<file path="src/rtl/fadd_d_arb.sv">
// fadd_d_arb: two-requester round-robin front end for a shared double-precision
// adder. Accepts one request at a time, checks that the opcode is one-hot,
// issues it to the adder, waits (bounded) for completion and holds the
// response for the owning requester until that requester accepts it.
module fadd_d_arb #(
  parameter int unsigned TIMEOUT = 15
) (
  input  logic        i_clk,
  input  logic        i_nrst,
  // request side
  input  logic [1:0]  i_req_valid,
  output logic [1:0]  o_req_ready,
  input  logic [6:0]  i_req_op0,
  input  logic [6:0]  i_req_op1,
  input  logic [63:0] i_req_a0,
  input  logic [63:0] i_req_b0,
  input  logic [63:0] i_req_a1,
  input  logic [63:0] i_req_b1,
  // response side
  output logic [1:0]  o_resp_valid,
  input  logic [1:0]  i_resp_ready,
  output logic [63:0] o_resp_res,
  output logic        o_resp_illegal_op,
  output logic        o_resp_overflow,
  output logic        o_resp_timeout,
  // adder side
  output logic        o_fadd_ena,
  output logic        o_fadd_add,
  output logic        o_fadd_sub,
  output logic        o_fadd_eq,
  output logic        o_fadd_lt,
  output logic        o_fadd_le,
  output logic        o_fadd_max,
  output logic        o_fadd_min,
  output logic [63:0] o_fadd_a,
  output logic [63:0] o_fadd_b,
  input  logic        i_fadd_busy,
  input  logic        i_fadd_valid,
  input  logic [63:0] i_fadd_res,
  input  logic        i_fadd_illegal_op,
  input  logic        i_fadd_overflow
);

  typedef enum logic [1:0] {S_IDLE, S_ISSUE, S_WAIT, S_RESP} state_t;

  typedef struct packed {
    logic [6:0]  op;
    logic [63:0] a;
    logic [63:0] b;
  } req_t;

  typedef struct packed {
    logic [63:0] res;
    logic        ill;
    logic        ovf;
    logic        tmo;
  } rsp_t;

  // WAIT counts up from 0; the step that makes it reach TIMEOUT is the last
  // WAIT cycle, so the response lands exactly TIMEOUT cycles after entry.
  localparam logic [3:0] TMO_LAST = 4'(TIMEOUT - 1);

  state_t     state_q, state_d;
  logic       ptr_q, ptr_d;
  logic       owner_q, owner_d;
  req_t       req_q, req_d;
  rsp_t       rsp_q, rsp_d;
  logic [3:0] cnt_q, cnt_d;

  logic       win;
  logic       accept;
  req_t       cand;
  logic [1:0] ready;

  // Round-robin pick: the pointer side wins whenever it is requesting.
  always_comb begin
    win      = i_req_valid[ptr_q] ? ptr_q : ~ptr_q;
    cand.op  = win ? i_req_op1 : i_req_op0;
    cand.a   = win ? i_req_a1  : i_req_a0;
    cand.b   = win ? i_req_b1  : i_req_b0;
    accept   = (state_q == S_IDLE) && (|i_req_valid) && !i_fadd_busy;
  end

  // Next-state, latches and accept strobe.
  always_comb begin
    state_d = state_q;
    ptr_d   = ptr_q;
    owner_d = owner_q;
    req_d   = req_q;
    rsp_d   = rsp_q;
    cnt_d   = cnt_q;
    ready   = 2'b00;
    unique case (state_q)
      S_IDLE: begin
        if (accept) begin
          ready[win] = 1'b1;
          owner_d    = win;
          req_d      = cand;
          if ($onehot(cand.op)) begin
            state_d = S_ISSUE;
          end else begin
            // malformed opcode never reaches the adder
            rsp_d.res = '0;
            rsp_d.ill = 1'b1;
            rsp_d.ovf = 1'b0;
            rsp_d.tmo = 1'b0;
            state_d   = S_RESP;
          end
        end
      end
      S_ISSUE: begin
        cnt_d   = '0;
        state_d = S_WAIT;
      end
      S_WAIT: begin
        // a result in the final cycle beats the timeout
        if (i_fadd_valid) begin
          rsp_d.res = i_fadd_res;
          rsp_d.ill = i_fadd_illegal_op;
          rsp_d.ovf = i_fadd_overflow;
          rsp_d.tmo = 1'b0;
          state_d   = S_RESP;
        end else begin
          cnt_d = cnt_q + 4'd1;
          if (cnt_q == TMO_LAST) begin
            rsp_d.res = '0;
            rsp_d.ill = 1'b0;
            rsp_d.ovf = 1'b0;
            rsp_d.tmo = 1'b1;
            state_d   = S_RESP;
          end
        end
      end
      S_RESP: begin
        // only the owner's ready completes the handshake
        if (i_resp_ready[owner_q]) begin
          ptr_d   = ~owner_q;
          state_d = S_IDLE;
        end
      end
      default: state_d = S_IDLE;
    endcase
  end

  // State and datapath registers; reset drops any in-flight transaction.
  always_ff @(posedge i_clk or negedge i_nrst) begin
    if (!i_nrst) begin
      state_q <= S_IDLE;
      ptr_q   <= 1'b0;
      owner_q <= 1'b0;
      req_q   <= '0;
      rsp_q   <= '0;
      cnt_q   <= '0;
    end else begin
      state_q <= state_d;
      ptr_q   <= ptr_d;
      owner_q <= owner_d;
      req_q   <= req_d;
      rsp_q   <= rsp_d;
      cnt_q   <= cnt_d;
    end
  end

  // Outputs: accept strobe is combinational, so it is masked while in reset.
  always_comb begin
    o_req_ready       = ready & {2{i_nrst}};
    o_resp_valid      = (state_q == S_RESP) ? (2'b01 << owner_q) : 2'b00;
    o_resp_res        = rsp_q.res;
    o_resp_illegal_op = rsp_q.ill;
    o_resp_overflow   = rsp_q.ovf;
    o_resp_timeout    = rsp_q.tmo;
    o_fadd_ena        = (state_q == S_ISSUE);
    o_fadd_add        = o_fadd_ena & req_q.op[0];
    o_fadd_sub        = o_fadd_ena & req_q.op[1];
    o_fadd_eq         = o_fadd_ena & req_q.op[2];
    o_fadd_lt         = o_fadd_ena & req_q.op[3];
    o_fadd_le         = o_fadd_ena & req_q.op[4];
    o_fadd_max        = o_fadd_ena & req_q.op[5];
    o_fadd_min        = o_fadd_ena & req_q.op[6];
    o_fadd_a          = req_q.a;
    o_fadd_b          = req_q.b;
  end

endmodule

</file>
<file path="config.mk">
export PLATFORM = sky130hd
export DESIGN_NAME = fadd_d_arb
export DESIGN_NICKNAME = d
export VERILOG_FILES = /design/src/rtl/fadd_d_arb.sv
export SDC_FILE = /design/constraint.sdc
export NUM_CORES = 1
export LEC_CHECK = 0
export ABC_AREA = 0
export BUFFER_PORTS_ARGS = -buffer_cell sky130_fd_sc_hd__buf_2
export CAP_MARGIN = 40
export CELL_PAD_IN_SITES_DETAIL_PLACEMENT = 0
export CELL_PAD_IN_SITES_GLOBAL_PLACEMENT = 1
export CORE_AREA = 10 10 208 210
export DETAILED_ROUTE_END_ITERATION = 10
export DIE_AREA = 0 0 218 220
export PLACE_DENSITY_LB_ADDON = 0.1
export SLEW_MARGIN = 25
export SYNTH_ARGS = -nofsm -noshare
export SYNTH_HDL_FRONTEND = slang
export SYNTH_SLANG_ARGS = --single-unit
</file>
<file path="constraint.sdc">
create_clock -name i_clk -period 4.5 [get_ports i_clk]
set_input_delay 0.9 -clock i_clk [delete_from_list [all_inputs] [get_ports i_clk]]
set_output_delay 0.9 -clock i_clk [all_outputs]
set_load 0.05 [all_outputs]
</file>
Word-level counts from Yosys, hierarchy flattened
Cells that the tools add are included.
Widths: inputs -> output; s select.

word-level totals
  flip-flop bits (word level) = 210
  bits in latches = 0
  bits in writable memories = 0
  bits in read-only memories = 0
  input port bits = 344
  output and inout bits = 207
  word-level logic and storage cells = 82
  memories kept = 0

cells by class
  add/sub/neg operators = 7
  multiply operators = 0
  div/mod/pow operators = 0
  magnitude comparators = 4
  equal/unequal tests = 10
  shifts and indexed selects = 1
  mux-type cells = 26
  bitwise gates (word level) = 10
  reductions and logical operators = 13

operators with widths
  operator             number
  $mux 67              4
  $pmux 67 s2          1
  $mux 64              2
  $mux 2               8
  $ne 2x2->1 const B   4
  $pmux 2 s4           1
  $pmux 4 s2           1
  $and 1x1->1          7
  $mux 7               1
  $add 1x1->2          3
  $lt 1x2->1 const B   3
  $mux 1               6
  $reduce_and 2->1     3
  $add 4x1->4 const B  1
  $eq 2x2->1 const B   2
  $eq 4x4->1 const B   1
  $mux 4               1
  $reduce_and 4->1     1
  $reduce_bool 2->1    2
  $add 2x1->3          1
  $add 2x2->3          1
  $add 3x3->3          1
  $eq 3x1->1 const B   1
  $logic_and 1x1->1    3
  other kinds (11)     12

Longest topological paths before layout
  depth after elaboration = 11
  gate-level depth with buffers = 15
  depth with buffers taken out = 12

Worst setup path after synthesis
Ideal clock, no wire load.

  kind = input-to-reg
  from = input port i_req_valid[0]
  to = register rsp_q (netlist bit o_resp_timeout)
  library setup time = 125 ps
  data arrival time = 4221 ps
  data required time = 4375 ps
  path slack = 154 ps
  cell stages on the path = 14
  buffers on the path = 2
  path through = inv_2 mux2i_4 buf_6 mux2i_1 fa_1 fa_1 fa_1 inv_1 fa_1 nor3_1 a21o_1 nand2b_4 buf_6 mux2_4

on the way
  word-level cells in the longest chain between the ends = 10
  elaborated cells on any way between the ends = 17
  those cells by class = add/sub: 6; eq/ne: 3; mux: 4; reduce/logical: 4

RTL lines
  what                                                                     line  text
  start, declared                                                          11    input logic [1:0] i_req_valid,
  $mux 1 (implied by the code) (2 in series)                               77    win = i_req_valid[ptr_q] ? ptr_q : ~ptr_q;
  $mux 1                                                                   77
  $mux 7                                                                   78    cand.op = win ? i_req_op1 : i_req_op0;
  $add 1x1->2 (implied by the code)                                        99    if ($onehot(cand.op)) begin
  $add 2x2->3 (implied by the code) / $add 2x1->3 (equally long branches)  99
  $add 3x3->3 (implied by the code)                                        99
  $eq 3x1->1                                                               99
  $ne 2x2->1 (no line)                                                     --
  $reduce_and 4->1 (no line) (*)                                           --
  end signal, assigned                                                     159   rsp_q <= rsp_d;
  end, declared                                                            67    rsp_t rsp_q, rsp_d;

Mark *: on every way between the ends. The rest lies on a longest branch, timed or not. The select of a mux whose other input is x is not followed.
A chain may end at the register's enable or synchronous reset.

Worst setup path after layout
  from = register ptr_q
  to = register rsp_q (netlist bit o_resp_res[0])

on the way
  word-level cells in the longest chain between the ends = 10
  elaborated cells on any way between the ends = 14
  those cells by class = add/sub: 6; eq/ne: 2; mux: 4; bitwise: 1; reduce/logical: 1

RTL lines
  what                                                                     line  text
  start, declared                                                          64    logic ptr_q, ptr_d;
  start signal, assigned                                                   156   ptr_q <= ptr_d;
  $mux 1 (implied by the code) (2 in series)                               77
  $mux 1 (*)                                                               77
  $mux 7 (*)                                                               78
  $add 1x1->2 (implied by the code)                                        99
  $add 2x2->3 (implied by the code) / $add 2x1->3 (equally long branches)  99
  $add 3x3->3 (implied by the code) (*)                                    99
  $eq 3x1->1 (*)                                                           99
  $ne 2x2->1 (no line) (*)                                                 --
  $reduce_and 4->1 (no line) (*)                                           --

Marked as above.

==> qor.yml <==
cts.sinks: 210
cellPowerDensity_nw_per_um2: 880
antenna_found_initial: 8
root_buffer: "clkbuf_16"
crit_path_start_kind: "register"
htreeDepth: 1
fin_crit_sh_pct: 94.0
dp_hpwl_um: 33100
numCtsBuffers: 26
grt_pass1_wl_um: 60900
cp_max_fo: 34
clk_path_buf_depth: 3
rows: 73
die_width_um: 218
ys_ff_latch: 210
final-setup-viol-count: 0
fin_util_pct: 35.6
vias: 8872
cp_cell_sequence: "mux2i_4, buf_12, mux2i_2, fa_1, fa_1, fa_1, inv_1, fa_1, nor3_2, buf_4, a21o_2, nand2b_4, buf_12, o21ai_0"
ioPinCount: 551
vias_per_cell: 4.35
place_congestion: 0.776
max_freq_ghz: 0.236
reg2reg_depth: 14
yosysSeqAreaShare_pct: 49.1
yosysTopAreaCell: "dfrtp_1"
synth-main-ff-cell: "dfrtp_1"
avgSynthCellArea_um2: 9.82
r2r-end: "o_resp_res[0]"
grt_pass1_vias: 9282
first_pass_iters: 5
clk_latency_ns: 0.53
crit_top_cell: "fa_1"
tns_ns: 0
syn_inst: 1090
leakagePower_uw: 0.00704
drc_errors: 0
coreArea_um2: 39300
fin_nets: 1850
grt_usage_pct: 16.5
worst_pin_slew_ns: 0.837
drive_gt1_share_pct: 42.0
slowest_delay_ns: 0.50
holdBufCountCts: 0
cpMaxStageDelayCell: "fa_1"
netlist_area_um2: 10700
grt_max_degree: 123
port_buffers: 550
final_max_slew_viol_count: 0
drt-total-wl_um: 42000
layout_common_cells: "549 x buf_2, 210 x dfrtp_1, 140 x nor2_1"
rsz0062_at_grt: "no"
grt.overflow.total: 0
r2r_start: "ptr_q"
critPathKind: "reg -> reg"
syn2layout_area_growth_pct: 30.5
die_h_um: 220
worstSetupEndpointType: "register"
status: "finished clean"
fp.dieArea_um2: 48000
cts_tree: "yes"
cts_setup_buffers: 0
async_flop_share_pct: 100
initial_utilization_pct: 27.3
required_ns: 4.90
relSlewSlack_pct: 44.2
yosysUniqueCellTypes: 35
synthTopCellsByArea: "dfrtp_1 49%, mux2i_1 13%, buf_4 10%"
final_antenna_net_count: 0
synth_enable_flop_cells: 0
hold_path.class: "in -> async"
rrSetupSlack_ns: 0.27
layout_commonest_cell: "buf_2"
period_needed_ns: 4.23
hold_viol: 0
clk_pin_slew_ns: 0.06
crit_arrival_ns: 4.64
drt_iter0_drc: 409
synth.top_cell.area_share_pct: 49.1
cap_viol_max_count: 0
finalClockSkew_ns: 0.00941
routedWlPerCell_um: 20.6
yosysWarnings: 0
ir_worst_vdd_v: 0.000389
synth_nets: 1445
## flip-flops by register name, summed over array words and instances, names as in the netlist
name / cells
ptr_q: 1
o_resp_timeout: 1
cnt_q: 4
o_resp_overflow: 1
o_fadd_b: 64
o_resp_res: 64
req_q: 7
o_resp_illegal_op: 1
o_fadd_a: 64
owner_q: 1
state_q: 2
## repair_timing
item | 4_1_cts | 5_1_grt
setup endpoints to repair | 0 | 23
resized for setup | 0 | 5
endpoints found under the hold margin | 0 | 0
## synthesized netlist by cell type, types with 2 or more instances
cell      number
nor2b_1        2
and2_1         9
clkbuf_2       4
fa_1           4
o21ai_1      100
inv_1          7
buf_2         28
a22o_1         3
clkbuf_1      16
buf_6         12
nand2b_1       2
o31ai_1        2
dfrtp_1      210
mux2i_1      136
a21oi_1      139
ha_1           7
o21ai_0       36
buf_4        142
nor2_1       141
xnor2_1        3
nand2_1       73
## logic make-up after synthesis
family	share of synthesized area, %
adders and majority gates	1.57
buffers and inverters	13.6
DFF	49.1
muxes	13.1
xor gates and xnor gates	0.246
and+or+nand+nor	8.63
AOI/OAI and AO/OA	13.8
## metal layers
layer	global-route usage [%]	wire length (µm)	share of wire, %	vias up
met4	2.87	499	1.2	6
met1	19.2	16300	39	4104
li1	-	-	-	4390
met3	5.87	3960	9.4	48
met5	0	45	0.11	-
met2	28.7	21200	50	324
## critical path: cells and delay by family, from the launching register on
family	cells	cell delay, ns
AOI/OAI and AO/OA	2	0.33
adders and majority gates	4	1.73
buffers and inverters	4	0.59
DFF	1	0.42
muxes	2	0.61
and+or+nand+nor	2	0.42
## where the power goes
part | leakage (µW) | internal, µW | switching (µW) | total (µW)
combinational | 0.00410 | 1670 | 5330 | 6990
sequential | 0.00251 | 2780 | 444 | 3220
clock | 0.000434 | 1280 | 802 | 2080
total | 0.00704 | 5720 | 6570 | 12300
## cell type report
| cell class | count | area [µm²] |
|---|---|---|
| diodes | 2 | 5.00 |
| clock buffers | 40 | 805 |
| clock inverters | 7 | 60.1 |
| fillers | 4103 | 25300 |
| inverters | 8 | 30.0 |
| multi-input cells | 670 | 4020 |
| flip-flops and latches | 210 | 5260 |
| well taps | 525 | 657 |
| repair buffers | 579 | 3130 |
## through the flow
| stage | worst slack [ns] | instances | cell area [µm²] | total power [µW] | hold WS, ns |
|---|---|---|---|---|---|
| 6_report | 0.269 | 2041 | 14000 | 12300 | 0.291 |
| 5_1_grt | 0.0312 | 2040 | 14000 | 13000 | 0.316 |
| 4_1_cts | 0.243 | 2037 | 13900 | 12400 | 0.298 |
| 3_5_place_dp | -0.300 | 1990 | 13000 | 10300 | 0.484 |
| 3_3_place_gp | -0.221 | 1987 | 12900 | 10200 | 0.474 |
| 2_1_floorplan | 0.154 | 1090 | 10700 | 9080 | 0.487 |
## worst max path at each step
stage / start / endpoint / slack, ns
final: ptr_q / o_resp_res[0] / 0.27
after global routing: ptr_q / o_resp_res[0] / 0.03
after CTS: ptr_q / o_resp_res[21] / 0.24
after detailed placement: i_req_valid[0] / o_resp_overflow / -0.30
after global placement: i_req_valid[0] / o_resp_res[0] / -0.22
after floorplan: i_req_valid[0] / o_resp_timeout / 0.15
Power figures use the tool's default switching activity.
